`src/rtl/mmio_dev.sv`:
```
// mmio_dev -- memory-mapped I/O window for a small 16-bit core.
//
// Decodes the 0xFFF0..0xFFFF window, serves zero-latency loads, captures
// stores on the clock edge, and conditions the raw board keys and switches
// through a 2-flop synchronizer plus a per-bit debounce counter.
//
// Ports:
//   CLK, RESET_N        clock, asynchronous active-low reset
//   ADDR, WDATA, WE     write-back stage address, store data, store strobe
//   RDATA, SEL          combinational load data, window hit
//   KEY_IN, SW_IN       raw keys (active-low) and switches
//   HEX_VAL, LEDR_VAL,  display / LED register contents
//   LEDG_VAL
//   KEY_IRQ             OR of the sticky key-press bits

// One synchronizer + debounce lane. RST_VAL is the idle level of the input.
module mmio_dev_db #(
   parameter int   DB_CYCLES = 500000,
   parameter int   CNTBITS   = 20,
   parameter logic RST_VAL   = 1'b0
) (
   input  logic CLK,
   input  logic RESET_N,
   input  logic din,
   output logic db,
   output logic chg   // debounced value flips on the coming edge
);
   logic [1:0]         sync_q, sync_d;
   logic [CNTBITS-1:0] cnt_q, cnt_d;
   logic               db_q, db_d;

   always_comb begin
      sync_d = {sync_q[0], din};
      cnt_d  = cnt_q;
      db_d   = db_q;
      if (sync_q[1] == db_q) begin
         cnt_d = '0;
      end else if (cnt_q == CNTBITS'(DB_CYCLES - 1)) begin
         db_d  = sync_q[1];
         cnt_d = '0;
      end else begin
         cnt_d = cnt_q + 1'b1;
      end
   end

   always_ff @(posedge CLK or negedge RESET_N) begin
      if (!RESET_N) begin
         sync_q <= {2{RST_VAL}};
         cnt_q  <= '0;
         db_q   <= RST_VAL;
      end else begin
         sync_q <= sync_d;
         cnt_q  <= cnt_d;
         db_q   <= db_d;
      end
   end

   assign db  = db_q;
   assign chg = db_q ^ db_d;
endmodule

module mmio_dev #(
   parameter int DBITS     = 16,
   parameter int DB_CYCLES = 500000,
   parameter int CNTBITS   = 20
) (
   input  logic             CLK,
   input  logic             RESET_N,
   input  logic [DBITS-1:0] ADDR,
   input  logic [DBITS-1:0] WDATA,
   input  logic             WE,
   output logic [DBITS-1:0] RDATA,
   output logic             SEL,
   input  logic [3:0]       KEY_IN,
   input  logic [9:0]       SW_IN,
   output logic [15:0]      HEX_VAL,
   output logic [9:0]       LEDR_VAL,
   output logic [7:0]       LEDG_VAL,
   output logic             KEY_IRQ
);
   localparam int NUM_LANES = 14;   // lanes 0..3 keys, 4..13 switches

   logic [NUM_LANES-1:0] raw, db, chg;
   logic [15:0]          hex_q, hex_d;
   logic [9:0]           ledr_q, ledr_d;
   logic [7:0]           ledg_q, ledg_d;
   logic [7:0]           kstat_q, kstat_d;
   logic [3:0]           ev;
   logic [7:0]           clr;
   logic                 wr;
   logic [15:0]          rd;
   logic                 unused_bits;

   assign raw = {SW_IN, KEY_IN};

   for (genvar i = 0; i < NUM_LANES; i++) begin : g_lane
      mmio_dev_db #(
         .DB_CYCLES(DB_CYCLES),
         .CNTBITS  (CNTBITS),
         .RST_VAL  ((i < 4) ? 1'b1 : 1'b0)
      ) u_db (
         .CLK    (CLK),
         .RESET_N(RESET_N),
         .din    (raw[i]),
         .db     (db[i]),
         .chg    (chg[i])
      );
   end

   assign SEL = (ADDR[15:4] == 12'hFFF);
   assign wr  = WE & SEL;

   // A key lane that changes while currently high is a press (1->0).
   assign ev  = db[3:0] & chg[3:0];
   assign clr = (wr && ADDR[3:1] == 3'd2) ? WDATA[7:0] : 8'h00;

   always_comb begin
      hex_d  = hex_q;
      ledr_d = ledr_q;
      ledg_d = ledg_q;
      // Event beats a simultaneous clear; overrun only when the sticky bit
      // survives into this cycle and is not being cleared.
      kstat_d[3:0] = ev | (kstat_q[3:0] & ~clr[3:0]);
      kstat_d[7:4] = (ev & kstat_q[3:0] & ~clr[3:0]) | (kstat_q[7:4] & ~clr[7:4]);
      if (wr) begin
         case (ADDR[3:1])
            3'd4:    hex_d  = WDATA[15:0];
            3'd5:    ledr_d = WDATA[9:0];
            3'd6:    ledg_d = WDATA[7:0];
            default: ;
         endcase
      end
   end

   always_ff @(posedge CLK or negedge RESET_N) begin
      if (!RESET_N) begin
         hex_q   <= '0;
         ledr_q  <= '0;
         ledg_q  <= '0;
         kstat_q <= '0;
      end else begin
         hex_q   <= hex_d;
         ledr_q  <= ledr_d;
         ledg_q  <= ledg_d;
         kstat_q <= kstat_d;
      end
   end

   always_comb begin
      rd = 16'hDEAD;
      if (SEL) begin
         case (ADDR[3:1])
            3'd0:    rd = {12'b0, ~db[3:0]};
            3'd1:    rd = {6'b0, db[13:4]};
            3'd2:    rd = {8'b0, kstat_q};
            3'd4:    rd = hex_q;
            3'd5:    rd = {6'b0, ledr_q};
            3'd6:    rd = {8'b0, ledg_q};
            default: rd = 16'hDEAD;
         endcase
      end
   end

   assign RDATA    = DBITS'(rd);
   assign HEX_VAL  = hex_q;
   assign LEDR_VAL = ledr_q;
   assign LEDG_VAL = ledg_q;
   assign KEY_IRQ  = |kstat_q[3:0];

   assign unused_bits = ^{ADDR[0], chg[13:4]};
endmodule

```
`config.mk`:
```
export PLATFORM = sky130hd
export DESIGN_NAME = mmio_dev
export DESIGN_NICKNAME = d
export VERILOG_FILES = /design/src/rtl/mmio_dev.sv
export SDC_FILE = /design/constraint.sdc
export NUM_CORES = 1
export LEC_CHECK = 0
export CELL_PAD_IN_SITES_DETAIL_PLACEMENT = 0
export CELL_PAD_IN_SITES_GLOBAL_PLACEMENT = 2
export CORE_ASPECT_RATIO = 1.25
export CORE_MARGIN = 4
export CORE_UTILIZATION = 25
export DETAILED_ROUTE_END_ITERATION = 10
export GPL_TIMING_DRIVEN = 0
export MAX_ROUTING_LAYER = met4
export PLACE_DENSITY = 0.61
export SETUP_SLACK_MARGIN = 0.3
export SYNTH_ARGS = -nofsm -noshare
export SYNTH_HDL_FRONTEND = slang
export SYNTH_SLANG_ARGS = --single-unit
export TNS_END_PERCENT = 20
```
`constraint.sdc`:
```
create_clock -name CLK -period 2.5 [get_ports CLK]
set_input_delay 0.5 -clock CLK [delete_from_list [all_inputs] [get_ports CLK]]
set_output_delay 0.5 -clock CLK [all_outputs]
set_load 0.01 [all_outputs]
```
==> results_dict.tcl <==
set metrics [dict create \
    power_density_nw_per_um2 610.6 \
    ir_worst_vdd_v 0.0004573 \
    finalSetupTns_ps 0 \
    cts_tree "built" \
    power.share.clock_pct 50.4 \
    critPathSlowestCell "dfrtp_2" \
    track_usage_pct 12.96 \
    grt-ovfl-total 0 \
    comb_power_share_pct 3.9 \
    diodes 0 \
    fin_nets 1989 \
    top_layer "met4" \
    rr_startpoint "g_lane[6].u_db.cnt_q[6]" \
    synth_edf_count 0 \
    rsz0062_at_grt "yes" \
    synth_warnings 0 \
    grt_pass1_vias 14060 \
    drt-total-wl_um 47110 \
    fp-row-count 108 \
    placed_cell_area_um2 19870 \
    finalMaxSlewViolations 0 \
    syn_area_per_cell_um2 10.05 \
    met3_wirelength_um 1857 \
    crit_family "flip-flops" \
    grt_max_degree 108 \
    multi_input_area_um2 8319 \
    p_int_uw 10230 \
    critical_path_arrival_ps 1910 \
    whs_path_depth 1 \
    cts_htree_levels 2 \
    power.switching_uw 3048 \
    io_pins 101 \
    start_util_pct 25.29 \
    min_from "KEY_IN[3]" \
    ant_nets 0 \
    synthTopCellsByCount "dfrtp_1, nor2_1, xnor2_1" \
    drc 0 \
    yosysTopAreaCell "dfrtp_1" \
    cpPeakStageDelay_ps 400 \
    synthCells 1755 \
    synth-seq-area-share_pct 51.75 \
    fmax_mhz 414.5 \
    synthArstFlopShare_pct 100.0 \
    clk_pin_slew_worst_paths_ps 60 \
    cts_buffer_depth 3 \
    synth.mux.area_fraction_pct 4.393 \
    portBuffers 97 \
    yosys.area.top_type_share_pct 49.96 \
    vias_per_cell 4.722 \
    synth_most_common_cell "dfrtp_1" \
    synthFlopType "dfrtp_1" \
    cts_sinks 364 \
    period_minus_slack_ps 2412 \
    worstSetupStartpoint "LEDR_VAL[0]" \
    synthAdderAreaFrac_pct 0.9935 \
    cp-start-kind "register" \
    synth-compound-area-share_pct 6.968 \
    worstMarginPinSlew_ps 858.6 \
    grt_pass1_wl_um 77220 \
    die-area_um2 74870 \
    regArea_um2 9128 \
    vias 13670 \
    worstPathMaxFanout 2 \
    syn_area_um2 17630 \
    yosys.area_share.xor_xnor_pct 9.388 \
    swShare_pct 22.96 \
    crit_required_ps 2000 \
    antenna_found_initial 3 \
    fin_area_um2 21740 \
    outcome "complete, no violations" \
    wl_met1_um 22310 \
    wl_met2_um 21630 \
    gp_congestion 0.7586 \
    cp_cell_sequence "mux2_4 > a22oi_2 > o22ai_1 > or2_4 > buf_6" \
    clock_latency_ps 570 \
    slew_headroom_pct 42.23 \
    path_buf_inv 1 \
    syn_nets 1818 \
    hpwl_um 32530 \
    synth_top_family_by_area "simple AND/OR/NAND/NOR gates" \
    reg2reg_depth 4 \
    cts_buffers 45 \
    path_depth 5 \
    dr.pass1.iters 5 \
    hold_slack_ps 335.5 \
    seqPwrFrac_pct 45.7 \
    ys_ff_latch 364 \
    max_cap_viol_count 0 \
    hp-class "in -> reg" \
    synth.top_cells.by_area "dfrtp_1, xnor2_1, nor2_1" \
    fill_cells 7335 \
    synth-simple-area-share_pct 24.45 \
    drtIter0Drc 718 \
    setup_violations 0 \
    core_region_area_um2 69730 \
    root_buffer "clkbuf_16" \
    post_drt_wl_per_cell_um 16.27 \
    skew_ps 29.43 \
    die_h_um 304.9 \
    p_leak_uw 0.008560 \
    fin_crit_sh_pct 96.50 \
    cp-end-kind "primary output" \
    drive_above_1_share_pct 13.97 \
    criticalPathCategory "reg -> out" \
    syn2layout_area_growth_pct 23.30 \
    hold_viol 0 \
    die_w_um 245.5 \
    ys_types 62 \
]
stage by stage:
stage	power, uW	setup slack [ps]	util (%)	instances
finish	13270	87.61	31.18	2896
global route	13880	29.53	31.18	2896
CTS	13610	30.83	30.97	2890
detailed placement	6692	-1904	28.50	2790
global placement	6684	-16590	28.37	2787
floorplan	6352	285.5	-	1755
worst register-to-register path, cell delays in order, from the launching register on:
cell,delay [ps]
dfrtp_1,450
or4b_1,610
o41ai_4,660
buf_2,350
nor2_1,80
state kept, by name, indices dropped and copies added (netlist names):
signal / cells
g_lane.u_db.cnt_q: 280
g_lane.u_db.sync_q: 28
HEX_VAL: 16
g_lane.u_db.db: 14
LEDR_VAL: 10
LEDG_VAL: 8
kstat_q: 8
cell type report:
class / count / area share (%)
Sequential cell: 364 / 41.98
Multi-Input combinational cell: 1299 / 38.27
Clock buffer: 70 / 6.123
Tap cell: 935 / 5.381
Timing Repair Buffer: 124 / 5.346
Buffer: 54 / 1.445
Clock inverter: 12 / 0.8000
Inverter: 38 / 0.6561
final timing paths:
path / end / slack, ps
worst max-delay path: RDATA[0] / 90
max in group asynchronous: g_lane[8].u_db.cnt_q[11] / 390
worst min-delay path: g_lane[3].u_db.sync_q[0] / 340
min in group asynchronous: g_lane[7].u_db.cnt_q[15] / 580
worst min register to register: g_lane[10].u_db.sync_q[1] / 350
worst max register to register: g_lane[6].u_db.cnt_q[8] / 220
repair_timing:
action	in CTS	in global routing
setup buffers	17	6
setup endpoints to repair	196	318
pin swaps	9	2
hold endpoints to repair	22	0
gates cloned	0	0
hold buffers	1	0
resized for setup	168	40
routing by layer:
metal  track usage, %  vias up
met5                -        -
met4            3.907        0
met3            2.023       70
met2            20.37      236
met1            17.34     6716
li1                 -     6652
layout by cell type, fill, tap and decap left out, types with 14 or more instances in the layout:
cell | Yosys | routed
clkbuf_16 | 0 | 47
xor2_1 | 78 | 78
nand4_1 | 79 | 79
nor3_1 | 56 | 52
buf_4 | 1 | 23
o21ai_0 | 62 | 58
inv_1 | 38 | 38
and4_1 | 16 | 16
nand3_1 | 100 | 100
or4_1 | 40 | 40
xnor2_1 | 111 | 111
or2_2 | 18 | 15
nor4_1 | 44 | 43
ha_1 | 14 | 14
clkdlybuf4s50_1 | 0 | 64
buf_2 | 10 | 30
and3_1 | 22 | 22
or3_1 | 43 | 43
a21oi_1 | 77 | 76
dfrtp_1 | 352 | 349
o31ai_1 | 27 | 27
clkbuf_1 | 39 | 40
nor2_1 | 231 | 231
mux2_2 | 59 | 58
nand2_1 | 105 | 103
power groups by stage:
| stage | clock network [uW] | registers, uW | logic (uW) |
|---|---|---|---|
| 5_1_grt | 7210 | 6070 | 598 |
| 4_1_cts | 7010 | 6060 | 535 |
| 6_report | 6690 | 6060 | 521 |
| 3_3_place_gp | 0 | 6180 | 508 |
| 3_5_place_dp | 0 | 6170 | 525 |
| 2_1_floorplan | 0 | 6140 | 208 |
cell families after synthesis:
family / Yosys count
AOI/OAI and AO/OA: 205
xor gates and xnor gates: 189
adders and majority gates: 14
buffers and inverters: 92
DFF: 364
muxes: 70
and+or+nand+nor: 821
Power figures use the tool's default switching activity.
